`config.mk`:
```
export PLATFORM = sky130hd
export DESIGN_NAME = phase_freq_detector
export DESIGN_NICKNAME = d
export VERILOG_FILES = /design/src/rtl/phase_freq_detector.sv
export SDC_FILE = /design/constraint.sdc
export NUM_CORES = 1
export LEC_CHECK = 0
export CAP_MARGIN = 25
export CORE_ASPECT_RATIO = 1.5
export CORE_UTILIZATION = 50
export CTS_CLUSTER_DIAMETER = 40
export DETAILED_ROUTE_END_ITERATION = 8
export PLACE_DENSITY = 0.82
export SYNTH_ARGS = -nofsm -noshare
export SYNTH_HDL_FRONTEND = slang
export SYNTH_SLANG_ARGS = --single-unit
```
`constraint.sdc`:
```
create_clock -name fpga_clk_i -period 2 [get_ports fpga_clk_i]
set_clock_uncertainty 0.05 [all_clocks]
set_input_delay 0.4 -clock fpga_clk_i [delete_from_list [all_inputs] [get_ports fpga_clk_i]]
set_output_delay 0.4 -clock fpga_clk_i [all_outputs]
set_load 0.1 [all_outputs]
```
`src/rtl/phase_freq_detector.sv`:
```
// Phase/frequency detector driving an up/down counter; lead width equals edge separation.
// Optional lock detector and lock_o port compiled in with PFD_LOCK_DETECT_EN.
module phase_freq_detector #(
  parameter int TIMEOUT_CYCLES = 255,
  parameter int LOCK_TOL       = 2,
  parameter int LOCK_COUNT     = 16
) (
  input  logic       fpga_clk_i,
  input  logic       reset_i,
  input  logic       ref_i,
  input  logic       fb_i,
  output logic [1:0] count_instr_o,
  output logic       clear_o,
  output logic       slip_o
`ifdef PFD_LOCK_DETECT_EN
  ,
  output logic       lock_o
`endif
);

  typedef enum logic [1:0] {IDLE = 2'b00, REF_LEAD = 2'b01, FB_LEAD = 2'b10} state_e;

  localparam logic [15:0] TO = 16'(TIMEOUT_CYCLES);

  state_e      state_q, state_d;
  logic [15:0] err_cnt_q, err_cnt_d, err_inc;
  logic [2:0]  ref_sync_q, fb_sync_q;
  logic [1:0]  arm_q, arm_d;
  logic [1:0]  count_q;
  logic        slip_q, slip_d, clear_q, clear_d;
  logic        ref_rise, fb_rise;

  // Edges are ignored while arm_q counts down so a level already high at reset is not an edge.
  assign ref_rise = ref_sync_q[1] & ~ref_sync_q[2] & (arm_q == 2'd0);
  assign fb_rise  = fb_sync_q[1]  & ~fb_sync_q[2]  & (arm_q == 2'd0);
  assign arm_d    = (arm_q != 2'd0) ? arm_q - 2'd1 : arm_q;
  assign err_inc  = (err_cnt_q >= TO) ? TO : err_cnt_q + 16'd1;

  always_comb begin
    state_d   = state_q;
    err_cnt_d = err_cnt_q;
    slip_d    = 1'b0;
    clear_d   = 1'b0;
    case (state_q)
      IDLE: begin
        if (ref_rise && !fb_rise) begin
          state_d   = REF_LEAD;
          err_cnt_d = '0;
        end else if (fb_rise && !ref_rise) begin
          state_d   = FB_LEAD;
          err_cnt_d = '0;
        end
      end
      REF_LEAD: begin
        if (fb_rise) begin
          state_d = IDLE;
        end else if (err_inc == TO) begin
          state_d   = IDLE;
          err_cnt_d = err_inc;
          slip_d    = 1'b1;
          clear_d   = 1'b1;
        end else begin
          err_cnt_d = err_inc;
          slip_d    = ref_rise;
        end
      end
      FB_LEAD: begin
        if (ref_rise) begin
          state_d = IDLE;
        end else if (err_inc == TO) begin
          state_d   = IDLE;
          err_cnt_d = err_inc;
          slip_d    = 1'b1;
          clear_d   = 1'b1;
        end else begin
          err_cnt_d = err_inc;
          slip_d    = fb_rise;
        end
      end
      default: state_d = IDLE;
    endcase
  end

  always_ff @(posedge fpga_clk_i) begin
    if (reset_i) begin
      state_q    <= IDLE;
      err_cnt_q  <= '0;
      count_q    <= 2'b00;
      slip_q     <= 1'b0;
      clear_q    <= 1'b1;
      ref_sync_q <= '0;
      fb_sync_q  <= '0;
      arm_q      <= 2'd3;
    end else begin
      state_q    <= state_d;
      err_cnt_q  <= err_cnt_d;
      count_q    <= state_d;
      slip_q     <= slip_d;
      clear_q    <= clear_d;
      ref_sync_q <= {ref_sync_q[1:0], ref_i};
      fb_sync_q  <= {fb_sync_q[1:0], fb_i};
      arm_q      <= arm_d;
    end
  end

  assign count_instr_o = count_q;
  assign clear_o       = clear_q;
  assign slip_o        = slip_q;

`ifdef PFD_LOCK_DETECT_EN
  localparam int             LCW  = $clog2(LOCK_COUNT + 1);
  localparam logic [15:0]    TOL  = 16'(LOCK_TOL);
  localparam logic [LCW-1:0] LCNT = LCW'(LOCK_COUNT);

  logic [LCW-1:0] lock_cnt_q, lock_cnt_d;
  logic           lock_q, lock_d, cmp_done, cmp_ok;

  // A comparison completes when the lagging edge arrives; simultaneous edges in IDLE are width 0.
  always_comb begin
    cmp_done   = ((state_q == IDLE) & ref_rise & fb_rise) |
                 ((state_q == REF_LEAD) & fb_rise) |
                 ((state_q == FB_LEAD) & ref_rise);
    cmp_ok     = (state_q == IDLE) | (err_cnt_q < TOL);
    lock_cnt_d = lock_cnt_q;
    lock_d     = lock_q;
    if (slip_d || (cmp_done && !cmp_ok)) begin
      lock_cnt_d = '0;
      lock_d     = 1'b0;
    end else if (cmp_done) begin
      if (lock_cnt_q != LCNT) lock_cnt_d = lock_cnt_q + LCW'(1);
      lock_d = (lock_cnt_d == LCNT);
    end
  end

  always_ff @(posedge fpga_clk_i) begin
    if (reset_i) begin
      lock_cnt_q <= '0;
      lock_q     <= 1'b0;
    end else begin
      lock_cnt_q <= lock_cnt_d;
      lock_q     <= lock_d;
    end
  end

  assign lock_o = lock_q;
`endif

endmodule

```
==> flow_summary_export.csv <==
group,metric,value,unit
floorplan,fp.dieH,65.4,um
clock_tree,clk_path_buf_depth,2,
place,portBuffers,7,
global_route,met3_usage,2.75,%
clock_tree,cts-root-buf,"clkbuf_4",
worst_setup_path,crit_type,"register to register",
final_layout,fillers,200,
timing,maxSlewViolCount,0,
global_route,grt_pass1_vias,1040,
synth,yosysMostFrequentCell,"dfxtp_1",
global_route,grt.busiest_layer,"met2",
clock_tree,clkTransAtPathRegs,0.14,ns
detailed_routing,vias,1080,
detailed_routing,wl,2700,um
detailed_routing,drt_iter0_markers,35,
final_layout,regArea,564,um^2
synth,syn_area,1340,um^2
global_route,grt_overflow_total,0,
clock_tree,cts.htree.levels,1,
clock_tree,clock_latency,0.33,ns
global_route,use_met2,36.0,%
power,cellPowerDensity,604,nW/um^2
detailed_routing,drtPass1Iterations,6,
synth,postSynth.asyncResetShare,0,%
synth,yosysWarnings,0,
synth,synth_flop_cell,"dfxtp_1",
power,ir_drop,363,uV
final_layout,antenna_cells,0,
floorplan,initial_core_util,53.5,%
synth,yosysSeqAreaShare,41.8,%
detailed_routing,wl_per_cell,13.9,um
synth,syn_nets,153,
timing,rsz0062_at_grt,"no",
detailed_routing,viasPerCell,5.54,
synth,ys_top_cells_by_count,"dfxtp_1 (28), a21oi_1 (12), and2_1 (10)",
worst_setup_path,cp-end-kind,"register",
detailed_routing,drc,0,
global_route,grtUsageMet1,23.1,%
min_path,hp-class,"register to register",
final_layout,area_delta_synth_final,20.8,%
worst_setup_path,critPathMaxFanout,11,
worst_setup_path,critPathArrivalTime,2.10,ns
worst_setup_path,crit_buf_inv,2,
power,p_leak,0.650,nW
synth,postSynthCellCount,142,
timing,max_freq,527,MHz
final_layout,nNetsFinal,171,
timing,slew_headroom,75.9,%
synth,synth_top_area_cell,"dfxtp_1",
floorplan,chipWidth,44.3,um
global_route,grt_use_total,20.6,%
worst_setup_path,crit_top_cell,"ha_4",
detailed_routing,ant_nets,0,
timing,fin_tns_setup,0,ns
timing,fin_crit_sh,94.8,%
place,detailed_place_hpwl,1890,um
timing,hold_viol,0,
final_layout,design_area,1620,um^2
final_layout,drive_gt1_share,27.0,%
timing,min_period,1.90,ns
timing,setup_violations,0,
synth,synth_edf_count,0,
outcome,outcome,"finished clean",
run,maxCapViolCount,0,
synth,yosys-top-cells-area,"dfxtp_1 (42%), ha_1 (6.5%), and2_1 (4.7%)",
synth,syn_area_per_cell,9.44,um^2
worst_setup_path,cp-start-kind,"register",
place,gp_congestion,0.881,
worst_setup_path,critPathRequiredTime,2.20,ns
clock_tree,cts.sinks,28,
floorplan,die_area,2900,um^2
global_route,grt_max_degree,22,
clock_tree,cts_tree,"yes",
place,placed_area,1520,um^2
worst_setup_path,crit_path_top_delay_cell,"dfxtp_2",
synth,synth_cell_types,42,
final_layout,multi_input_area,788,um^2
floorplan,core-area,2500,um^2
timing,tightest_slew,0.359,ns
floorplan,io_pins,8,
global_route,antenna_found_initial,0,
synth,synth_top_area_share,41.8,%
worst_setup_path,crit_chain,"inv_2 -> ha_4 -> nand3b_1 -> ha_4 -> a21oi_4 -> and2_4 -> buf_12 -> o21ai_1 -> a221oi_2",
global_route,grt_pass1_wl,4440,um
floorplan,rows,22,
worst_setup_path,slowest_delay,0.35,ns
worst_setup_path,worst_path_dominant_cell_family,"compound AO/OA/AOI/OAI gates",
clock_tree,cts_buffers,3,
synth,synth_seq_cells,28,
==> stage by stage <==
step	worst slack [ns]	total power [W]	hold WS, ns	util [%]	std cells
detailed placement	0.0166	0.000704	0.377	60.7	189
floorplan	0.0428	0.000664	0.364	-	142
finish	0.103	0.000978	0.403	64.6	195
global placement	0.112	0.000699	0.367	60.7	189
global route	0.0138	0.00102	0.418	64.6	195
CTS	0.0213	0.000968	0.408	62.2	193
==> placed cells by master (no fill, tap or decap), types with 2 or more instances in the layout <==
cell             netlist  routed
clkdlybuf4s50_1        0       3
nand4_1                2       2
clkbuf_4               0       3
dfxtp_2                0       3
inv_2                  1       3
nand2b_1               3       3
nand3b_1               2       2
dfxtp_1               28      25
ha_1                   7       4
nand3_1                6       6
a21oi_1               12      11
nor2_1                 3       2
and3_1                 3       3
nand2_1                7       6
nor3b_1                5       5
o21ai_1                2       2
ha_4                   0       2
or4_4                  2       2
a311oi_1               3       3
inv_1                  7       5
nor2b_1                6       6
xnor2_1                2       2
and2_1                10       9
nor3_1                 3       3
buf_4                  0      14
a41o_1                 2       2
==> registers in the layout, summed over array words and instances, names as in the netlist <==
signal	count
slip_o	1
clear_o	1
arm_q	2
ref_sync_q	3
count_instr_o	2
fb_sync_q	3
err_cnt_q	16
==> worst reg2reg max path: stages (launching register included) <==
cell	delay, ns
dfxtp_2	0.35
inv_2	0.06
ha_4	0.14
nand3b_1	0.16
ha_4	0.30
a21oi_4	0.18
and2_4	0.18
buf_12	0.12
o21ai_1	0.08
a221oi_2	0.22
==> logic make-up (layout without fill, tap and decap cells) <==
group                      Yosys count  in the layout  synth area share (%)
and+or+nand+nor                     57             57                  27.3
buffers and inverters               13             30                  3.92
DFF                                 28             28                  41.8
AOI/OAI and AO/OA                   33             33                  17.7
adders and majority gates            7              7                  6.54
muxes                                1              1                 0.747
xor gates and xnor gates             3              3                  1.96
==> area by class of cell <==
class,instances,area share (%)
Timing Repair Buffer,18,9.58
Clock buffer,4,2.24
Tap cell,36,2.78
Sequential cell,28,34.9
Multi-Input combinational cell,101,48.7
Inverter,8,1.85
==> repair_timing <==
item                                    4_1_cts  5_1_grt
endpoints found under the hold margin         0        0
setup buffers                                 0        2
gates resized for setup                       0       13
endpoints found under the setup margin        0       16
hold buffers                                  0        0
==> path summary, 6_finish.rpt <==
| kind | startpoint | to | slack, ns | cells after the start |
|---|---|---|---|---|
| max | arm_q[0] | err_cnt_q[3] | 0.10 | 9 |
| min | fb_sync_q[0] | fb_sync_q[1] | 0.40 | 1 |
| min reg2reg | fb_sync_q[0] | fb_sync_q[1] | 0.40 | 1 |
| max reg2reg | arm_q[0] | err_cnt_q[3] | 0.10 | 9 |
==> power by group <==
part	internal, W	switching, W	total [W]
clock	0.000111	0.000153	0.000264
combinational	0.0000603	0.0000710	0.000131
sequential	0.000575	0.00000746	0.000582
total	0.000746	0.000231	0.000978
==> per-layer routing <==
metal	vias to the layer above	part of all wire, %
met5	-	0
met4	0	3.0
met3	11	3.5
met2	29	54
met1	500	40
li1	540	-
Note: power is estimated with default switching activity, not from simulation.
